### src/rtl/lcd_pkg.sv
// Shared types and constants for the LCD raster test-pattern source.
package lcd_pkg;

  typedef logic [23:0] rgb_t;

  typedef enum logic [1:0] {
    SOLID    = 2'd0,
    BARS     = 2'd1,
    CHECKER  = 2'd2,
    GRADIENT = 2'd3
  } pattern_mode_e;

  localparam int H_ACTIVE_DEF   = 480;
  localparam int V_ACTIVE_DEF   = 272;
  localparam int CHECK_LOG2_DEF = 4;

  // Classic colour-bar order, left to right.
  localparam rgb_t BAR_COLORS [8] = '{
    24'hFFFFFF, 24'hFFFF00, 24'h00FFFF, 24'h00FF00,
    24'hFF00FF, 24'hFF0000, 24'h0000FF, 24'h000000
  };

endpackage

### src/rtl/lcd_raster_counter.sv
// Raster x/y position counter: advances once per accepted pixel, wraps at the
// active-area edges, and reloads to the origin on a resync.
module lcd_raster_counter #(
  parameter int H_ACTIVE = 480,
  parameter int V_ACTIVE = 272
) (
  input  logic                        clk,
  input  logic                        rst_n,
  input  logic                        advance_i,
  input  logic                        load_i,
  output logic [$clog2(H_ACTIVE)-1:0] x_o,
  output logic [$clog2(V_ACTIVE)-1:0] y_o,
  output logic                        at_origin_o,
  output logic                        at_last_o
);

  localparam int XW = $clog2(H_ACTIVE);
  localparam int YW = $clog2(V_ACTIVE);
  localparam logic [XW-1:0] X_LAST = XW'(H_ACTIVE - 1);
  localparam logic [YW-1:0] Y_LAST = YW'(V_ACTIVE - 1);

  logic [XW-1:0] x_q;
  logic [YW-1:0] y_q;

  // NOTE: sequential state uses non-blocking assignments so every register
  // samples its inputs from the same pre-edge values.
  always_ff @(posedge clk or negedge rst_n) begin
    if (!rst_n) begin
      x_q <= '0;
      y_q <= '0;
    end else if (load_i) begin
      x_q <= '0;
      y_q <= '0;
    end else if (advance_i) begin
      if (x_q == X_LAST) begin
        x_q <= '0;
        y_q <= (y_q == Y_LAST) ? '0 : y_q + 1'b1;
      end else begin
        x_q <= x_q + 1'b1;
      end
    end
  end

  assign x_o         = x_q;
  assign y_o         = y_q;
  assign at_origin_o = (x_q == '0) && (y_q == '0);
  assign at_last_o   = (x_q == X_LAST) && (y_q == Y_LAST);

endmodule

### src/rtl/lcd_pattern_gen.sv
// Raster test-pattern source answering lcdPixelWriter pixel requests.
// Define PATTERN_SCROLL_EN to add a horizontal scroll that advances each frame.
module lcd_pattern_gen
  import lcd_pkg::*;
#(
  parameter int H_ACTIVE   = H_ACTIVE_DEF,
  parameter int V_ACTIVE   = V_ACTIVE_DEF,
  parameter int CHECK_LOG2 = CHECK_LOG2_DEF
) (
  input  logic        clk_12mhz,
  input  logic        rst,
  input  logic        data_req,
  input  logic        sof,
  input  logic [1:0]  mode,
  input  logic [23:0] color,
  output logic [23:0] rgb,
  output logic        data_valid,
  output logic        frame_done
);

  localparam int XW = $clog2(H_ACTIVE);
  localparam int YW = $clog2(V_ACTIVE);
  localparam logic [XW-1:0] BAR_W = XW'(H_ACTIVE / 8);

  logic [XW-1:0] x;
  logic [XW-1:0] xe;
  logic [YW-1:0] y;
  logic          at_origin;
  logic          at_last;
  logic          accept;

  pattern_mode_e mode_q;
  pattern_mode_e mode_eff;
  rgb_t          color_q;
  rgb_t          color_eff;
  rgb_t          rgb_q;
  rgb_t          pixel_d;
  logic          data_valid_q;
  logic          frame_done_q;
  logic [2:0]    bar_idx;
  logic          checker_odd;

  // sof wins over a simultaneous request; that request is dropped.
  assign accept = data_req & ~sof;

  lcd_raster_counter #(
    .H_ACTIVE (H_ACTIVE),
    .V_ACTIVE (V_ACTIVE)
  ) u_raster (
    .clk         (clk_12mhz),
    .rst_n       (rst),
    .advance_i   (accept),
    .load_i      (sof),
    .x_o         (x),
    .y_o         (y),
    .at_origin_o (at_origin),
    .at_last_o   (at_last)
  );

`ifdef PATTERN_SCROLL_EN
  localparam logic [XW:0] H_LIM = (XW+1)'(H_ACTIVE);

  logic [XW-1:0] scroll_q;
  logic [XW:0]   scroll_sum;
  logic [XW:0]   x_sum;

  assign scroll_sum = {1'b0, scroll_q} + (XW+1)'(2);
  assign x_sum      = {1'b0, x} + {1'b0, scroll_q};
  assign xe         = (x_sum >= H_LIM) ? XW'(x_sum - H_LIM) : x_sum[XW-1:0];

  // Scroll steps as the last pixel of a frame is accepted, so the next
  // frame's origin pixel already sees the new offset.
  always_ff @(posedge clk_12mhz or negedge rst) begin
    if (!rst) begin
      scroll_q <= '0;
    end else if (sof) begin
      scroll_q <= '0;
    end else if (accept && at_last) begin
      scroll_q <= (scroll_sum >= H_LIM) ? XW'(scroll_sum - H_LIM) : scroll_sum[XW-1:0];
    end
  end
`else
  assign xe = x;
`endif

  // The origin pixel uses the live mode/colour, which are latched for the
  // rest of the frame at the same time.
  assign mode_eff    = at_origin ? pattern_mode_e'(mode) : mode_q;
  assign color_eff   = at_origin ? color : color_q;
  assign bar_idx     = 3'(xe / BAR_W);
  assign checker_odd = xe[CHECK_LOG2] ^ y[CHECK_LOG2];

  // NOTE: pixel_d gets a default before the case so no path leaves it
  // unassigned, which would otherwise infer a latch.
  always_comb begin
    pixel_d = color_eff;
    unique case (mode_eff)
      SOLID:    pixel_d = color_eff;
      BARS:     pixel_d = BAR_COLORS[bar_idx];
      CHECKER:  pixel_d = checker_odd ? 24'h000000 : color_eff;
      GRADIENT: pixel_d = {8'(xe >> 1), 8'(y >> 1), 8'h80};
    endcase
  end

  always_ff @(posedge clk_12mhz or negedge rst) begin
    if (!rst) begin
      rgb_q        <= '0;
      data_valid_q <= 1'b0;
      frame_done_q <= 1'b0;
      mode_q       <= SOLID;
      color_q      <= '0;
    end else begin
      data_valid_q <= accept;
      frame_done_q <= accept & at_last;
      if (accept) begin
        rgb_q <= pixel_d;
        if (at_origin) begin
          mode_q  <= mode_eff;
          color_q <= color;
        end
      end
    end
  end

  assign rgb        = rgb_q;
  assign data_valid = data_valid_q;
  assign frame_done = frame_done_q;

endmodule
### config.mk
export PLATFORM = sky130hd
export DESIGN_NAME = lcd_pattern_gen
export DESIGN_NICKNAME = d
export VERILOG_FILES = /design/src/rtl/lcd_pkg.sv /design/src/rtl/lcd_raster_counter.sv /design/src/rtl/lcd_pattern_gen.sv
export SDC_FILE = /design/constraint.sdc
export NUM_CORES = 1
export LEC_CHECK = 0
export CORE_MARGIN = 2
export CORE_UTILIZATION = 25
export DETAILED_ROUTE_END_ITERATION = 10
export GPL_TIMING_DRIVEN = 0
export PLACE_DENSITY = 0.43
export SLEW_MARGIN = 10
export SYNTH_ARGS = -nofsm -noshare
export SYNTH_HDL_FRONTEND = slang
export SYNTH_SLANG_ARGS = --single-unit
### constraint.sdc
create_clock -name clk_12mhz -period 2.42 [get_ports clk_12mhz]
set_input_delay 0.363 -clock clk_12mhz [delete_from_list [all_inputs] [get_ports clk_12mhz]]
set_output_delay 0.363 -clock clk_12mhz [all_outputs]
set_load 0.03 [all_outputs]
# [Word level (Yosys, flattened, before mapping)]
# Memories as Yosys holds them, arrays and structs flattened.
# Index checks and enable logic that the tools add are counted.
[totals] reg_bits=70 romBits=192 inputBits=30 output_inout_bits=26 elab_cells=44 n_memories=1
[classes] n_addsub=2 n_div=1 magnitude_cmp=1 n_eq_ne=5 muxes=13 bitwise=5 reduce_logical=9
[memory_table] memory="(no name shown)" depth=8 width=24 read_ports=1 rd_ports_with_merged_regs=0 write_ports=0 line_no="lcd_pattern_gen.sv:99" rtl="BARS: pixel_d = BAR_COLORS[bar_idx];"
[op_table] cell="$mux W24" count=4
[op_table] cell="$pmux W24 S4" count=1
[op_table] cell="$mux W9" count=7
[op_table] cell="$add A9 B1 Y9 const B" count=2
[op_table] cell="$eq A9 B9 Y1 const B" count=2
[op_table] cell="$logic_not A9 Y1" count=2
[op_table] cell="$div A9 B6 Y9 const B" count=1
[op_table] cell="$eq A2 B2 Y1 const B" count=2
[op_table] cell="$ge A4 B4 Y1 const B" count=1
[op_table] cell="$not A3 Y4" count=1
[op_table] cell="$reduce_and A2 Y1" count=2
[op_table] cell="$reduce_bool A2 Y1" count=2
[op_table] cell="$and A1 B1 Y1" count=2
[op_table] cell="$eq A2 B1 Y1 const B" count=1
[op_table] cell="$logic_and A1 B1 Y1" count=2
[op_table] cell="$logic_not A2 Y1" count=1
[op_table] cell="$mux W2" count=1
[op_table] cell="$not A1 Y1" count=1
[op_table] cell="$xor A1 B1 Y1" count=1

# [Logic depth before layout (Yosys ltp)]
# Gate-level depths: netlist of run 1.
[logic_depth] ltp_word=6 mapped_depth=10 ltp_nobuf=8

# [Hierarchy]
# A second synthesis of run 1 with hierarchy kept.
[unflattened] cells_unflattened=346 hier_area_um2=3779.9
[by_module_without_submodules] mod="lcd_pattern_gen" n_inst=1 cells_each=232 area_per_inst_um2=2733.9 seq_area_each_um2=1301.2
[by_module_without_submodules] mod="lcd_raster_counter" n_inst=1 cells_each=114 area_per_inst_um2=1046.0 seq_area_each_um2=450.4

# [Worst setup path after synthesis of run 1]
# No wires, ideal clock.
[synth_timing] path_type="reg-to-reg" start="reg u_raster.x_q[6], in the netlist u_raster.x_o[6]" end="reg color_q[10]" setup_time_ns=0.125 arrival_time_ns=1.936 t_required_ns=2.295 slack_ns=0.359 stages_incl_launch_ff=8 path_buffers=3 synth_period_minus_slack_ns=2.061 cell_sequence="dfrtp_1 -> buf_2 -> nor4_2 -> nand4_4 -> buf_4 -> nor2_4 -> buf_4 -> mux2_2"
[synth_between] elab_chain_len=3
[synth_lines] item="start, declared" line_no="lcd_raster_counter.sv:22" rtl="logic [XW-1:0] x_q;"
[synth_lines] item="start signal, assigned" line_no="lcd_raster_counter.sv:39" rtl="x_q <= x_q + 1'b1;"
[synth_lines] item="$logic_not A9 Y1" line_no="lcd_raster_counter.sv:46" rtl="assign at_origin_o = (x_q == '0) && (y_q == '0);"
[synth_lines] item="$logic_and A1 B1 Y1" line_no="lcd_raster_counter.sv:46"
[synth_lines] item="$mux W24"
[synth_lines] item="end signal, assigned" line_no="lcd_pattern_gen.sv:119" rtl="color_q <= color;"
[synth_lines] item="end, declared" line_no="lcd_pattern_gen.sv:34" rtl="rgb_t color_q;"
# Every way passes these cells.
# A chain may end at the register's enable or synchronous reset.

# [Worst setup path in the final report of run 1]
[layout_timing] start="reg u_raster.x_q[6], in the netlist u_raster.x_o[6]" end="reg color_q[7]"
# Same word-level chain as after synthesis.

==> results of run 1 <==
layout make-up:
cell class,instances,area share
buffer,21,0.0236
timing repair buffer,61,0.127
sequential,70,0.362
tap,184,0.0476
multi-input combinational,248,0.372
clock buffer,11,0.0502
clock inverter,4,0.00984
inverter,9,0.00725
sequential cells by signal, summed over array words and instances, names as in the netlist:
register and count:
data_valid 1, rgb 24, frame_done 1, u_raster.y_o 9
u_raster.x_o 9, color_q 24, mode_q 2
cell usage after synthesis, drive strengths merged (4+ instances only):
library cell / n / share of area
xnor2: 4 / 0.0095
clkbuf: 8 / 0.0081
nand2b: 8 / 0.014
inv: 8 / 0.0081
and3: 6 / 0.010
o31a: 4 / 0.0095
dfrtp: 70 / 0.48
nor3: 4 / 0.0054
xor2: 6 / 0.014
nor4: 4 / 0.014
ha: 5 / 0.017
o21ai: 32 / 0.044
mux2i: 25 / 0.069
nand2: 36 / 0.037
buf: 14 / 0.021
o22a: 16 / 0.038
nand3: 9 / 0.012
a31oi: 9 / 0.015
a21oi: 8 / 0.011
mux2: 25 / 0.076
nor2: 18 / 0.020
routing by layer:
layer	up-vias	part of all wire
met4	0	0.011
met1	1465	0.49
li1	1399	-
met2	57	0.46
met5	-	0
met3	11	0.041
critical path: cells and delay by family, from the launching register on:
| family | cells | cell delay, ps |
|---|---|---|
| DFF | 1 | 380 |
| muxes | 1 | 350 |
| and+or+nand+nor | 3 | 740 |
| buffers and inverters | 3 | 690 |
timing repair:
action                                  CTS  global route
hold buffers                              1             0
pin swaps                                 0             1
setup buffers                             0             4
endpoints found under the setup margin   16            41
hold endpoints to repair                 24             0
resized for setup                         3             3
per-stage QoR:
step | instances | setup WS [ps]
floorplan | 349 | 359
global placement | 588 | -1700
detailed placement | 589 | -492
CTS | 605 | 27.7
global route | 608 | -60.1
finish | 608 | 133
kinds of logic after synthesis:
logic type	Yosys count	synth area share
simple gates	100	0.147
compound gates	83	0.153
flops	70	0.475
mux	50	0.145
buf+inv	31	0.0384
xor+xnor	10	0.0238
fa+ha+maj	5	0.0170
how the worst max path moves through the flow:
stage	from	to	slack (ps)	depth (start not counted)
2_1_floorplan	u_raster.x_o[6]	color_q[10]	360	7
3_3_place_gp	rst	color_q[18]	-1700	1
3_5_place_dp	sof	rgb[21]	-490	6
4_1_cts	u_raster.y_o[4]	color_q[18]	30	7
5_1_grt	u_raster.x_o[1]	rgb[22]	-60	9
6_report	u_raster.x_o[6]	color_q[7]	130	7
power by group through the flow:
stage	Clock, mW	Combinational (mW)	Sequential (mW)
finish	1.32	0.921	1.47
global route	1.42	0.995	1.50
CTS	1.36	0.929	1.48
detailed placement	0	0.923	1.49
global placement	0	0.911	1.49
floorplan	0	0.386	1.64
==> results.cfg, run 1 <==
[status]
outcome = completed

[layout]
final_cell_mix = 70 x dfrtp_1, 54 x clkdlybuf4s50_1, 36 x nand2_1, 24 x mux2i_1, 24 x mux2_2
final_cell_area_um2 = 4830
multi_input_area_um2 = 1800
finish.utilization = 0.334
drive_above_1_share = 0.167
syn_to_final_growth_pct = 31.2
num_antenna_cells = 0
layout_commonest_cell = dfrtp_1
nNetsFinal = 455
fill_cells = 1507
seq_area_um2 = 1750

[timing]
slew_headroom = 0.610
finClkSkew_ps = 5.82
finalSetupViolCount = 0
slew_violations = 0
rsz0062_at_grt = true
tns_ps = 0
max_freq_ghz = 0.437
worstMarginPinSlew_ps = 585
hold_ws_ps = 477
fin_crit_sh = 0.945
finalCriticalPeriod_ps = 2290
hold_viol = 0

[drt]
ant_nets = 0
drcViolationCount = 0
drtIter0Drc = 196
vias = 2932
routed_wl_mm = 9.89
via_per_inst = 4.82
first_pass_iters = 4
wire_per_inst_um = 16.3

[clock_tree]
clk_latency_ps = 340
clk_path_buf_depth = 2
cts.sinks = 70
cts_tree = done
h-tree-depth = 3
cts-root-buf = clkbuf_16
clk_pin_slew_ps = 60
cts_made_buffers = 9

[global_route]
grt.overflow.total = 0
gr-usage-met3 = 0.0441
grt_pass1_vias = 3036
grt_pass1_wl_mm = 16.3
antenna_found_initial = 0
top_usage_layer = met2
gr-usage-met2 = 0.206
grt_use_total = 0.133
grt_use_met1 = 0.178
grt_max_degree = 47

[synth]
ys_seq_area_frac = 0.475
ys_ff_latch = 70
synthFlopType = dfrtp_1
ys_types = 52
synth_enable_flop_cells = 0
synth_area_um2 = 3680
syn_nets = 384
syn_inst = 349
yosysWarnings = 0
async_reset_ff_frac = 1.00
syn_area_per_cell_um2 = 10.6

[floorplanning]
fp.coreArea_um2 = 14500
dieWidth_um = 125
dieArea_um2 = 15700
die_height_um = 125
rows = 44
start_util = 0.254
io_pins = 56

[pwr]
switching_share = 0.295
internal_power_mw = 2.62
p_total_mw = 3.71
p_seq_frac = 0.397
power.switching_mw = 1.09
power.density_nw_per_um2 = 768
clkPwrFrac = 0.355
comb_power_share = 0.248
power_leakage_nw = 1.98
peakVddDrop_uv = 486

[critical_path]
cp-start-kind = register
path_cells = buf_2 -> nor4_2 -> nand4_4 -> buf_4 -> nor2_4 -> buf_4 -> mux2_2
ff2ff_path_depth = 7
worst_path_most_repeated_cell = buf_4
timing.rr.end = color_q[7]
cp_slowest_cell = dfrtp_1
rrSetupSlack_ps = 130
r2r-start = u_raster.x_o[6]
worstPathArrival_ps = 2510
cp_max_fo = 10
crit_required_ps = 2640
path_class = register to register
worst_setup_path_end_kind = register
slowest_delay_ps = 380

[placement]
io_buffers = 55
gp_congestion = 0.842
placed_area_um2 = 4490
dpl.hpwl_mm = 7.06

[run]
max_cap_violations = 0

[worst_hold_path]
hold_class = input pin to async pin
No activity file was read; power rests on OpenSTA's default activity.
==> run 2: changes to the inputs <==
--- a/config.mk
+++ b/config.mk
@@ -8,9 +8,11 @@
 export CORE_MARGIN = 2
 export CORE_UTILIZATION = 25
 export DETAILED_ROUTE_END_ITERATION = 10
+export DONT_BUFFER_PORTS = 1
 export GPL_TIMING_DRIVEN = 0
-export PLACE_DENSITY = 0.43
+export PLACE_DENSITY = 0.38
 export SLEW_MARGIN = 10
 export SYNTH_ARGS = -nofsm -noshare
 export SYNTH_HDL_FRONTEND = slang
+export SYNTH_HIERARCHICAL = 1
 export SYNTH_SLANG_ARGS = --single-unit
==> run 2 against run 1 <==
Compared with the run above:
- via count shrank 3.4%
- power shrank 1.4%
- sequential power grew 10%
- sequential share of layout area grew 0.76 points
- hold slack lost 330 ps
- global-route usage grew 0.48 points
- critical path type unchanged
==> results.cfg, run 2 <==
[drt]
vias = 2833
via_per_inst = 4.99
wire_per_inst_um = 18.2
drtIter0Drc = 105
ant_nets = 0
routed_wl_mm = 10.3
first_pass_iters = 4
drcViolationCount = 0

[synth]
synth.area.top_cells = dfrtp_1 46%, mux2i_1 6.6%, mux2_1 5.4%
ys_seq_area_frac = 0.463
yosysMostFrequentCell = dfrtp_1
syn_inst = 346
ys_ff_latch = 70
synth_top_area_frac = 0.463
synthFlopType = dfrtp_1
synth_enable_flop_cells = 0
yosysWarnings = 6
yosys.area.top_type = dfrtp_1
yosys-top-cells-count = 70 x dfrtp_1, 32 x nand2_1, 25 x a21oi_1, 25 x mux2i_1, 22 x o21ai_0
syn_nets = 380
async_reset_ff_frac = 1.00
ys_types = 59
syn_area_per_cell_um2 = 10.9
synth_area_um2 = 3780

[layout]
drive_above_1_share = 0.268
syn_to_final_growth_pct = 25.7
layout_commonest_cell = dfrtp_1
fin_cells = 568
final_cell_mix = 65 x dfrtp_1, 31 x nand2_1, 23 x buf_4, 23 x mux2i_1
finish.utilization = 0.324
num_antenna_cells = 0
nNetsFinal = 413

[critical_path]
r2r-start = u_raster/y_o[0]
crit_required_ps = 2650
ff2ff_path_depth = 11
timing.rr.end = rgb[9]
path_class = register to register
cp_max_fo = 8
worst_setup_path_end_kind = register
rrSetupSlack_ps = 30
worstPathArrival_ps = 2620
cp-start-kind = register

[pwr]
power_leakage_nw = 1.99
power.density_nw_per_um2 = 771
clkPwrFrac = 0.403
comb_power_share = 0.154
switching_share = 0.294
internal_power_mw = 2.59
power.switching_mw = 1.08
peakVddDrop_uv = 352
p_seq_frac = 0.443

[worst_hold_path]
hold_class = input pin to register
worstHoldEndpoint = color_q[4]
hold_start = color[4]
whs_path_depth = 1

[timing]
finalCriticalPeriod_ps = 2390
finalSetupViolCount = 0
fin_crit_sh = 0.989
hold_viol = 0
worstMarginPinSlew_ps = 615
rsz0062_at_grt = true
tns_ps = 0
slew_violations = 0
setup_ws_ps = 27.7
slew_headroom = 0.590
hold_ws_ps = 145
max_freq_ghz = 0.418
finClkSkew_ps = 7.73

[placement]
io_buffers = 0
place_ws_ps = -502
dp.cells = 530
dpl.hpwl_mm = 7.04
gp_congestion = 0.753

[global_route]
grt_use_total = 0.138
grt.overflow.total = 0
grt_pass1_vias = 3019
grt_max_degree = 71
grt_pass1_wl_mm = 16.9
antenna_found_initial = 0

[floorplanning]
dieArea_um2 = 16100
fp.coreArea_um2 = 14600
start_util = 0.258
rows = 44
die_height_um = 127
dieWidth_um = 127
io_pins = 56

[clock_tree]
cts.sinks = 70
cts_made_buffers = 9
cts_tree = done
clk_path_buf_depth = 2
clk_latency_ps = 340
cts-root-buf = clkbuf_16
clk_pin_slew_ps = 60
h-tree-depth = 3

[run]
max_cap_violations = 0

[status]
outcome = completed
-- run 2: cell count changes after synthesis, moves of 7 or more --
cell      delta
a21oi_1     +17
o22a_1       -8
a31oi_1      -8
o311ai_1     +7
nor2_1       -9
mux2_1      +17
a32o_1       +7
mux2_2      -16
-- run 2: logic make-up after synthesis --
family | share of synthesized area
AND/OR/NAND/NOR | 0.143
AO/OA/AOI/OAI | 0.166
flip-flops | 0.463
multiplexers | 0.157
buffers and inverters | 0.0384
XOR/XNOR | 0.0162
adder cells (fa/ha/maj) | 0.0162
-- run 2: per-layer routing --
metal  wire length [um]  up-vias  track usage
li1                   -     1357            -
met1               4990     1417        0.184
met5                  0        -            0
met4                163        0       0.0537
met2               4680       50        0.210
met3                485        9       0.0409
-- run 2: worst max-delay path, cell delays in order (launching register included) --
cell	delay (ps)
dfrtp_1	390
inv_2	60
ha_2	160
nor4bb_4	270
and4_4	280
buf_12	130
mux2_4	340
clkbuf_16	180
nand2_4	80
o21ai_4	60
buf_12	150
o22a_1	170
-- run 2: per-stage QoR --
stage                     power, mW  instance area (um2)
after floorplan                1.95                 3780
after global placement         2.06                 4010
after detailed placement       2.08                 4010
final                          3.66                 4750
after CTS                      3.67                 4560
after global routing           3.86                 4750
-- run 2: worst max-delay path by stage --
stage,start,to,slack [ps]
final,u_raster/y_o[0],rgb[9],30
after global routing,u_raster/y_o[0],rgb[20],-70
after CTS,u_raster/x_o[0],rgb[17],5
after detailed placement,sof,u_raster/y_o[7],-500
after global placement,sof,u_raster/y_o[7],-500
after floorplan,u_raster/y_o[4],rgb[22],130
-- run 2: cell type report --
| type | instances | area, um2 |
|---|---|---|
| clock buffer | 11 | 253 |
| fill | 1493 | 9890 |
| multi-input combinational | 251 | 2040 |
| tap | 184 | 230 |
| inverter | 6 | 22.5 |
| timing repair buffer | 22 | 218 |
| clock inverter | 5 | 81.3 |
| buffer | 19 | 151 |
| sequential | 70 | 1760 |
-- run 2: power by group through the flow --
stage / clock network, mW / logic [mW] / registers [mW]
final: 1.48 / 0.564 / 1.62
after global routing: 1.59 / 0.626 / 1.64
after CTS: 1.53 / 0.511 / 1.62
after detailed placement: 0 / 0.433 / 1.64
after global placement: 0 / 0.426 / 1.64
after floorplan: 0 / 0.343 / 1.61
-- run 2: what timing repair did --
action                     4_1_cts  5_1_grt
hold buffers                     2        0
hold endpoints to repair        70        0
pin swaps                        3       19
cloned                           0        1
setup endpoints to repair       51       24
resized for setup               26       31
buffers inserted                11        9
==> run 3: changes to the inputs <==
--- a/config.mk
+++ b/config.mk
@@ -14,5 +14,4 @@
 export SLEW_MARGIN = 10
 export SYNTH_ARGS = -nofsm -noshare
 export SYNTH_HDL_FRONTEND = slang
-export SYNTH_HIERARCHICAL = 1
 export SYNTH_SLANG_ARGS = --single-unit
==> run 3 against run 2 <==
Compared with the run above:
- critical path depth is 3 lower
- flip-flop and latch count stayed put
- non-clock buffer count is 14 lower
- routed wire length is 4.8% lower
- critical path type unchanged
- largest power group is now the clock network
- highest routed layer unchanged
==> results.cfg, run 3 (synthesis results as in run 1) <==
[status]
outcome = completed

[critical_path]
path_class = register to register
worstPathArrival_ps = 2540
cp_max_fo = 8
crit_required_ps = 2690
worst_setup_path_end_kind = register
cp-start-kind = register

[clock_tree]
clk_latency_ps = 340
cts_made_buffers = 9
clk_path_buf_depth = 2
cts-root-buf = clkbuf_16
clk_pin_slew_ps = 60
h-tree-depth = 3
cts_tree = done
cts.sinks = 70

[global_route]
grt_use_total = 0.131
grt_max_degree = 71
antenna_found_initial = 0
grt_pass1_wl_mm = 16.1
grt.overflow.total = 0
grt_pass1_vias = 2709

[placement]
gp_congestion = 0.779
io_buffers = 0
dpl.hpwl_mm = 6.99
place_ws_ps = -97.9
dp.cells = 533

[drt]
vias = 2686
drtIter0Drc = 211
highest_layer = met4
m1WireLength_mm = 4.52
wl_met2_mm = 4.58
first_pass_iters = 4
routed_wl_mm = 9.82
ant_nets = 0
drcViolationCount = 0
wl_met3_um = 584
wire_per_inst_um = 17.7
via_per_inst = 4.85

[timing]
slew_headroom = 0.550
worstMarginPinSlew_ps = 675
finalCriticalPeriod_ps = 2270
max_freq_ghz = 0.441
hold_ws_ps = 149
finClkSkew_ps = 7.81
rsz0062_at_grt = true
hold_viol = 0
setup_ws_ps = 154
finalSetupViolCount = 0
slew_violations = 0
fin_crit_sh = 0.936

[floorplanning]
start_util = 0.254
die_height_um = 125
io_pins = 56
dieWidth_um = 125
dieArea_um2 = 15700
rows = 44
fp.coreArea_um2 = 14500

[layout]
num_antenna_cells = 0
finish.utilization = 0.303
drive_above_1_share = 0.192
fin_cells = 554
layout_commonest_cell = dfrtp_1
final_cell_mix = 70 x dfrtp_1, 36 x nand2_1, 24 x mux2i_1, 24 x mux2_2, 21 x o21ai_0
nNetsFinal = 400
multi_input_area_um2 = 1810
fill_cells = 1522
seq_area_um2 = 1750
syn_to_final_growth_pct = 19.0

[worst_hold_path]
hold_class = input pin to register

[pwr]
p_total_mw = 3.90
power.density_nw_per_um2 = 890
power_leakage_nw = 1.80
peakVddDrop_uv = 369

[run]
max_cap_violations = 0
## run 3: cell types whose count changed in the layout (fill, tap and decap cells not counted), sizes merged, moves of 6 or more
cell,before,now
a21oi,26,8
buf,34,18
nor2,8,18
o22a,8,16
a31oi,2,9
a32o,7,0
o311ai,7,1
## run 3: final timing paths
path | from | endpoint | slack (ps) | cells past startpoint
setup / recovery | u_raster.x_o[1] | rgb[9] | 150 | 8
hold / removal | mode[1] | mode_q[1] | 150 | 2
setup reg to reg | u_raster.x_o[1] | rgb[9] | 150 | 8
hold reg to reg | color_q[21] | color_q[21] | 490 | 1
max in group asynchronous | rst | u_raster.x_o[4] | 1550 | 2
min in group asynchronous | rst | rgb[0] | 580 | 2
## run 3: power breakdown
part / internal, mW / total [mW] / switching (mW)
combinational: 0.257 / 0.510 / 0.253
clock: 1.22 / 1.73 / 0.510
sequential: 1.36 / 1.66 / 0.307
total: 2.83 / 3.90 / 1.07
## run 3: cell type report
cell class | count | area share
Inverter | 9 | 0.00771
Timing Repair Buffer | 5 | 0.0137
Buffer | 22 | 0.0260
Tap cell | 184 | 0.0525
Clock buffer | 10 | 0.0522
Sequential cell | 70 | 0.400
Multi-Input combinational cell | 248 | 0.412
Clock inverter | 6 | 0.0360
## run 3: timing repair
| action | in CTS | in global routing |
|---|---|---|
| resized for setup | 1 | 7 |
| endpoints found under the hold margin | 70 | 0 |
| pin swaps | 0 | 1 |
| endpoints found under the setup margin | 10 | 39 |
| hold buffers | 2 | 0 |
| setup buffers | 0 | 3 |
| gates cloned | 0 | 0 |
## run 3: worst max-delay path: stages, from the launching register on
cell      delay [ps]
dfrtp_1          450
inv_1             90
ha_1             130
and4bb_1         260
nand4_4          190
nor3b_2          230
a31oi_2          110
o31ai_4          530
o22a_1           220
## run 3: stage by stage
stage          setup TNS, ps  area, um2
2_1_floorplan              0       3680
3_3_place_gp            -438       3920
3_5_place_dp            -498       3920
4_1_cts                    0       4340
5_1_grt                -81.6       4380
6_report                   0       4380
## run 3: per-layer routing
| metal | vias up | track usage |
|---|---|---|
| li1 | 1290 | - |
| met1 | 1335 | 0.171 |
| met2 | 52 | 0.203 |
| met3 | 9 | 0.0471 |
| met4 | 0 | 0.0412 |
| met5 | - | 0 |
